--- src/rtl/isa_pkg.sv ---
// Shared ISA table for the instruction encoder/loader and the opcode decoder:
// opcode values, request kinds and loader error codes.
package isa_pkg;

  localparam logic [5:0] OP_RTYPE = 6'b000000;
  localparam logic [5:0] OP_LW    = 6'b100011;
  localparam logic [5:0] OP_SW    = 6'b101011;
  localparam logic [5:0] OP_BNE   = 6'b000101;
  localparam logic [5:0] OP_XORI  = 6'b001110;
  localparam logic [5:0] OP_J     = 6'b000010;

  typedef enum logic [2:0] {
    KIND_R    = 3'd0,
    KIND_LW   = 3'd1,
    KIND_SW   = 3'd2,
    KIND_BNE  = 3'd3,
    KIND_XORI = 3'd4,
    KIND_J    = 3'd5
  } kind_e;

  typedef enum logic [1:0] {
    ERR_NONE    = 2'b00,
    ERR_ILLEGAL = 2'b01,
    ERR_FULL    = 2'b10
  } err_code_e;

  function automatic logic [31:0] pack_itype(input logic [5:0] op, input logic [4:0] rs,
                                             input logic [4:0] rt, input logic [15:0] imm);
    return {op, rs, rt, imm};
  endfunction

endpackage

--- src/rtl/instr_pack.sv ---
// Combinational packer: request kind plus fields -> legality flag and 32-bit MIPS word.
module instr_pack
  import isa_pkg::*;
(
  input  logic [2:0]  kind,
  input  logic [4:0]  rs,
  input  logic [4:0]  rt,
  input  logic [4:0]  rd,
  input  logic [5:0]  funct,
  input  logic [15:0] imm,
  input  logic [25:0] target,
  output logic        legal,
  output logic [31:0] word
);

  always_comb begin
    legal = 1'b1;
    word  = '0;
    case (kind)
      KIND_R:    word = {OP_RTYPE, rs, rt, rd, 5'b00000, funct};
      KIND_LW:   word = pack_itype(OP_LW, rs, rt, imm);
      KIND_SW:   word = pack_itype(OP_SW, rs, rt, imm);
      KIND_BNE:  word = pack_itype(OP_BNE, rs, rt, imm);
      KIND_XORI: word = pack_itype(OP_XORI, rs, rt, imm);
      KIND_J:    word = {OP_J, target};
      default:   legal = 1'b0;
    endcase
  end

endmodule

--- src/rtl/instr_encoder_loader.sv ---
// Accepts symbolic instruction requests, encodes them and writes them sequentially
// into instruction memory starting at BASE_ADDR, one registered write per legal request.
module instr_encoder_loader
  import isa_pkg::*;
#(
  parameter int unsigned ADDR_W    = 8,
  parameter int unsigned BASE_ADDR = 0
) (
  input  logic              clk,
  input  logic              reset,
  input  logic              start,
  input  logic              req_valid,
  output logic              req_ready,
  input  logic [2:0]        req_kind,
  input  logic [4:0]        req_rs,
  input  logic [4:0]        req_rt,
  input  logic [4:0]        req_rd,
  input  logic [5:0]        req_funct,
  input  logic [15:0]       req_imm,
  input  logic [25:0]       req_target,
  input  logic              req_last,
  output logic              mem_we,
  output logic [ADDR_W-1:0] mem_addr,
  output logic [31:0]       mem_wdata,
  output logic              busy,
  output logic              done,
  output logic              err,
  output logic [1:0]        err_code,
  output logic [ADDR_W:0]   count
);

  typedef enum logic [1:0] {S_IDLE, S_LOAD, S_DONE, S_ERR} state_e;

  localparam logic [ADDR_W-1:0] BASE      = ADDR_W'(BASE_ADDR);
  localparam logic [ADDR_W:0]   LAST_SLOT = {1'b0, {ADDR_W{1'b1}}};

  state_e            state, state_nx;
  err_code_e         ec_q, ec_nx;
  logic [ADDR_W-1:0] ptr;
  logic              legal;
  logic [31:0]       word;
  logic              accept;
  logic              arm;

  instr_pack u_pack (
    .kind   (req_kind),
    .rs     (req_rs),
    .rt     (req_rt),
    .rd     (req_rd),
    .funct  (req_funct),
    .imm    (req_imm),
    .target (req_target),
    .legal  (legal),
    .word   (word)
  );

  assign req_ready = (state == S_LOAD);
  assign accept    = req_valid & req_ready;
  assign arm       = start & (state != S_LOAD);
  assign busy      = (state == S_LOAD);
  assign done      = (state == S_DONE);
  assign err       = (state == S_ERR);
  assign err_code  = ec_q;

  always_comb begin
    state_nx = state;
    ec_nx    = ec_q;
    case (state)
      S_LOAD: begin
        if (accept) begin
          // last wins over full so an exact-fit program still ends in DONE
          if (!legal) begin
            state_nx = S_ERR;
            ec_nx    = ERR_ILLEGAL;
          end else if (req_last) begin
            state_nx = S_DONE;
          end else if (count == LAST_SLOT) begin
            state_nx = S_ERR;
            ec_nx    = ERR_FULL;
          end
        end
      end
      default: begin
        if (start) begin
          state_nx = S_LOAD;
          ec_nx    = ERR_NONE;
        end
      end
    endcase
  end

  always_ff @(posedge clk) begin
    if (reset) begin
      state <= S_IDLE;
      ec_q  <= ERR_NONE;
    end else begin
      state <= state_nx;
      ec_q  <= ec_nx;
    end
  end

  always_ff @(posedge clk) begin
    if (reset) begin
      ptr       <= BASE;
      count     <= '0;
      mem_we    <= 1'b0;
      mem_addr  <= BASE;
      mem_wdata <= '0;
    end else begin
      mem_we <= accept & legal;
      if (arm) begin
        ptr   <= BASE;
        count <= '0;
      end else if (accept && legal) begin
        ptr       <= ptr + 1'b1;
        count     <= count + 1'b1;
        mem_addr  <= ptr;
        mem_wdata <= word;
      end
    end
  end

endmodule

--- config.mk ---
export PLATFORM = sky130hd
export DESIGN_NAME = instr_encoder_loader
export DESIGN_NICKNAME = d
export VERILOG_FILES = /design/src/rtl/isa_pkg.sv /design/src/rtl/instr_pack.sv /design/src/rtl/instr_encoder_loader.sv
export SDC_FILE = /design/constraint.sdc
export NUM_CORES = 1
export LEC_CHECK = 0
export ABC_AREA = 1
export CORE_ASPECT_RATIO = 2
export CORE_UTILIZATION = 30
export DETAILED_ROUTE_END_ITERATION = 10
export SLEW_MARGIN = 20
export SYNTH_ARGS = -nofsm -noshare
export SYNTH_HDL_FRONTEND = slang
export SYNTH_SLANG_ARGS = --single-unit
--- constraint.sdc ---
create_clock -name clk -period 1.82 [get_ports clk]
set_clock_uncertainty 0.15 [all_clocks]
set_input_delay 0.364 -clock clk [delete_from_list [all_inputs] [get_ports clk]]
set_output_delay 0.364 -clock clk [all_outputs]
set_load 0.1 [all_outputs]
==> results.py <==
metrics = {
    "clock_tree": {
        "postCtsSetupBuffers": 0,
        "cts_max_level": 3,
        "cts_tree": "done",
        "clockBufferDepth": 2,
        "clkLatencyLatePin_ps": 330,
        "clk_pin_slew_ps": 60,
        "root_buffer": "clkbuf_16",
        "cts_buffers": 9,
        "cts.sinks": 61,
    },
    "yosys": {
        "synthCells": 428,
        "synth-seq-cells": 61,
        "synth_nets": 502,
        "netlist_area_um2": 2880,
        "ys_warn_count": 0,
        "syn_area_per_cell_um2": 6.73,
        "yosysSeqAreaShare": 0.424,
        "synthDistinctLibCells": 24,
    },
    "worst_setup_path": {
        "required_ps": 1900,
        "worst_setup_path_start_kind": "flip-flop",
        "max_stage_delay_ps": 350,
        "critPathSlowestCell": "dfxtp_4",
        "endpoint_kind": "flip-flop",
        "crit_buf_inv": 1,
        "cp_data_arrival_time_ps": 1840,
        "crit_fanout": 2,
        "critical-path-top-delay-family": "simple AND/OR/NAND/NOR gates",
        "crit_type": "reg -> reg",
        "path_cells": "ha_4 -> nand3_4 -> nor2_4 -> nand2_1 -> nor2_1 -> ha_2 -> inv_2 -> o211ai_1 -> nand2_1 -> nand2_1 -> a21oi_2",
        "cp_common_cell": "nand2_1",
    },
    "global_route": {
        "grtUsageMet3": 0.0443,
        "overflow": 0,
        "grt_use_met1": 0.197,
        "grtUsageTotal": 0.199,
        "antenna_found_initial": 0,
        "first_global_vias": 3195,
        "gr-usage-met2": 0.373,
        "grt_pass1_wl_um": 15300,
        "grt_max_degree": 45,
        "gr-max-usage-layer": "met2",
    },
    "power": {
        "p_leak_nw": 2.22,
        "switching_share": 0.324,
        "vdd_drop_max_mv": 0.568,
        "p_per_area_nw_per_um2": 901,
        "p_comb_frac": 0.291,
        "switchingPower_mw": 1.58,
        "power_frac_seq": 0.304,
        "internal_power_mw": 3.31,
        "pwr-share-clk": 0.405,
    },
    "detailed_routing": {
        "ant_nets": 0,
        "totalWireLength_um": 9390,
        "dr.first_iter.drc_count": 107,
        "wl_per_cell_um": 13.8,
        "routed_via_density": 4.82,
        "drt_pass1_iterations": 8,
        "vias": 3294,
        "drc": 4,
    },
    "cells_and_area": {
        "regArea_um2": 1250,
        "nNetsFinal": 648,
        "instances_no_fill": 683,
        "final_area_um2": 5420,
        "final_common_cell": "nand2_1",
        "final_cell_mix": "112 x nand2_1, 70 x clkdlybuf4s50_1, 65 x a21oi_1, 60 x buf_12, 51 x dfxtp_1",
        "multiInputGateArea_um2": 1450,
        "fill_cells": 830,
        "diodes": 0,
        "drive_gt1_frac": 0.235,
        "area_growth_pct": 88.3,
    },
    "die": {
        "die_area_um2": 10000,
        "fp.dieH_um": 141,
        "ioPinCount": 127,
        "core_um2": 9320,
        "rows": 50,
        "fp.dieW_um": 71.3,
        "initial_core_util": 0.309,
    },
    "hold_path": {
        "hold_path.class": "reg -> reg",
    },
    "sta": {
        "hold_ws_ps": 340,
        "setup_tns_ps": 0,
        "slew_violations": 0,
        "max_freq_ghz": 0.569,
        "final.period_utilization": 0.966,
        "final.setup.worst_slack_ps": 61.1,
        "hold_violations": 0,
        "finalCriticalPeriod_ps": 1760,
        "setup_viol": 0,
        "rsz0062_at_grt": "yes",
    },
    "place": {
        "hpwl_um": 7130,
        "place_inst": 667,
        "pre_cts_ws_ps": -170,
        "place_area_um2": 5050,
        "io_buffers": 125,
        "gp_congestion": 0.837,
    },
    "job": {
        "drv_cap": 0,
    },
    "run_status": {
        "failed_checks": "DRC",
        "status": "complete, but fails checks",
    },
}
-- kinds of logic (layout without fill, tap and decap cells) --
family / after synthesis / after routing / synth area share
buffers and inverters: 62 / 213 / 0.0969
AOI/OAI and AO/OA: 111 / 111 / 0.194
other: 1 / 1 / 0.00130
and+or+nand+nor: 188 / 188 / 0.265
xor gates and xnor gates: 2 / 2 / 0.00608
adders and majority gates: 3 / 3 / 0.0130
DFF: 61 / 61 / 0.424
-- layout make-up --
class,instances,area share
timing repair buffer,156,0.387
inverter,41,0.0284
clock buffer,9,0.0415
sequential,61,0.230
clock inverter,7,0.0228
tap,104,0.0240
multi-input combinational,305,0.266
-- what timing repair did --
action / 4_1_cts / 5_1_grt
hold buffers: 0 / 0
resized for setup: 0 / 6
setup endpoints to repair: 0 / 2
-- worst register-to-register path, cell delays in order, from the launching register on --
cell and delay (ps):
dfxtp_4 350, ha_4 150, nand3_4 80, nor2_4 90
nand2_1 50, nor2_1 90, ha_2 190, inv_2 40
o211ai_1 190, nand2_1 110, nand2_1 100, a21oi_2 50
-- synth_stat cells (all sizes together) --
master / number / area [um2]
a21oi: 69 / 345
nand3b: 1 / 7.51
dfxtp: 61 / 1220
clkbuf: 3 / 11.3
o211ai: 1 / 7.51
ha: 3 / 37.5
nand4: 2 / 12.5
conb: 1 / 3.75
o21ai: 41 / 205
buf: 18 / 114
nor2: 49 / 201
nand3: 21 / 105
clkinv: 1 / 3.75
nand2: 115 / 437
inv: 40 / 150
xnor2: 2 / 17.5
-- registers in the layout, indices dropped and copies added (netlist names) --
| signal | count |
|---|---|
| err_code | 2 |
| ptr | 8 |
| count | 9 |
| mem_addr | 8 |
| mem_we | 1 |
| mem_wdata | 31 |
| state | 2 |
-- through the flow --
stage / utilization / power (mW)
global placement: 0.542 / 2.92
finish: 0.582 / 4.89
floorplan: - / 2.30
detailed placement: 0.542 / 2.94
CTS: 0.579 / 4.93
global route: 0.582 / 5.07
-- final timing paths --
check	from	to	slack (ps)	depth (start not counted)
setup / recovery	count[0]	err_code[1]	60	11
hold / removal	ptr[7]	ptr[7]	340	2
setup reg to reg	count[0]	err_code[1]	60	11
hold reg to reg	ptr[7]	ptr[7]	340	2
-- layer usage --
layer | vias to the layer above | share of wire
met1 | 1518 | 0.35
met5 | - | 0
met3 | 20 | 0.037
met4 | 0 | 0.035
li1 | 1667 | -
met2 | 89 | 0.57
-- power groups by stage --
stage / Combinational [mW] / Clock, mW / Sequential (mW)
2_1_floorplan: 0.360 / 0 / 1.94
3_5_place_dp: 1.43 / 0 / 1.51
3_3_place_gp: 1.42 / 0 / 1.51
4_1_cts: 1.43 / 2.02 / 1.48
6_report: 1.42 / 1.98 / 1.48
5_1_grt: 1.49 / 2.09 / 1.49
No activity file was read; power rests on OpenSTA's default activity.
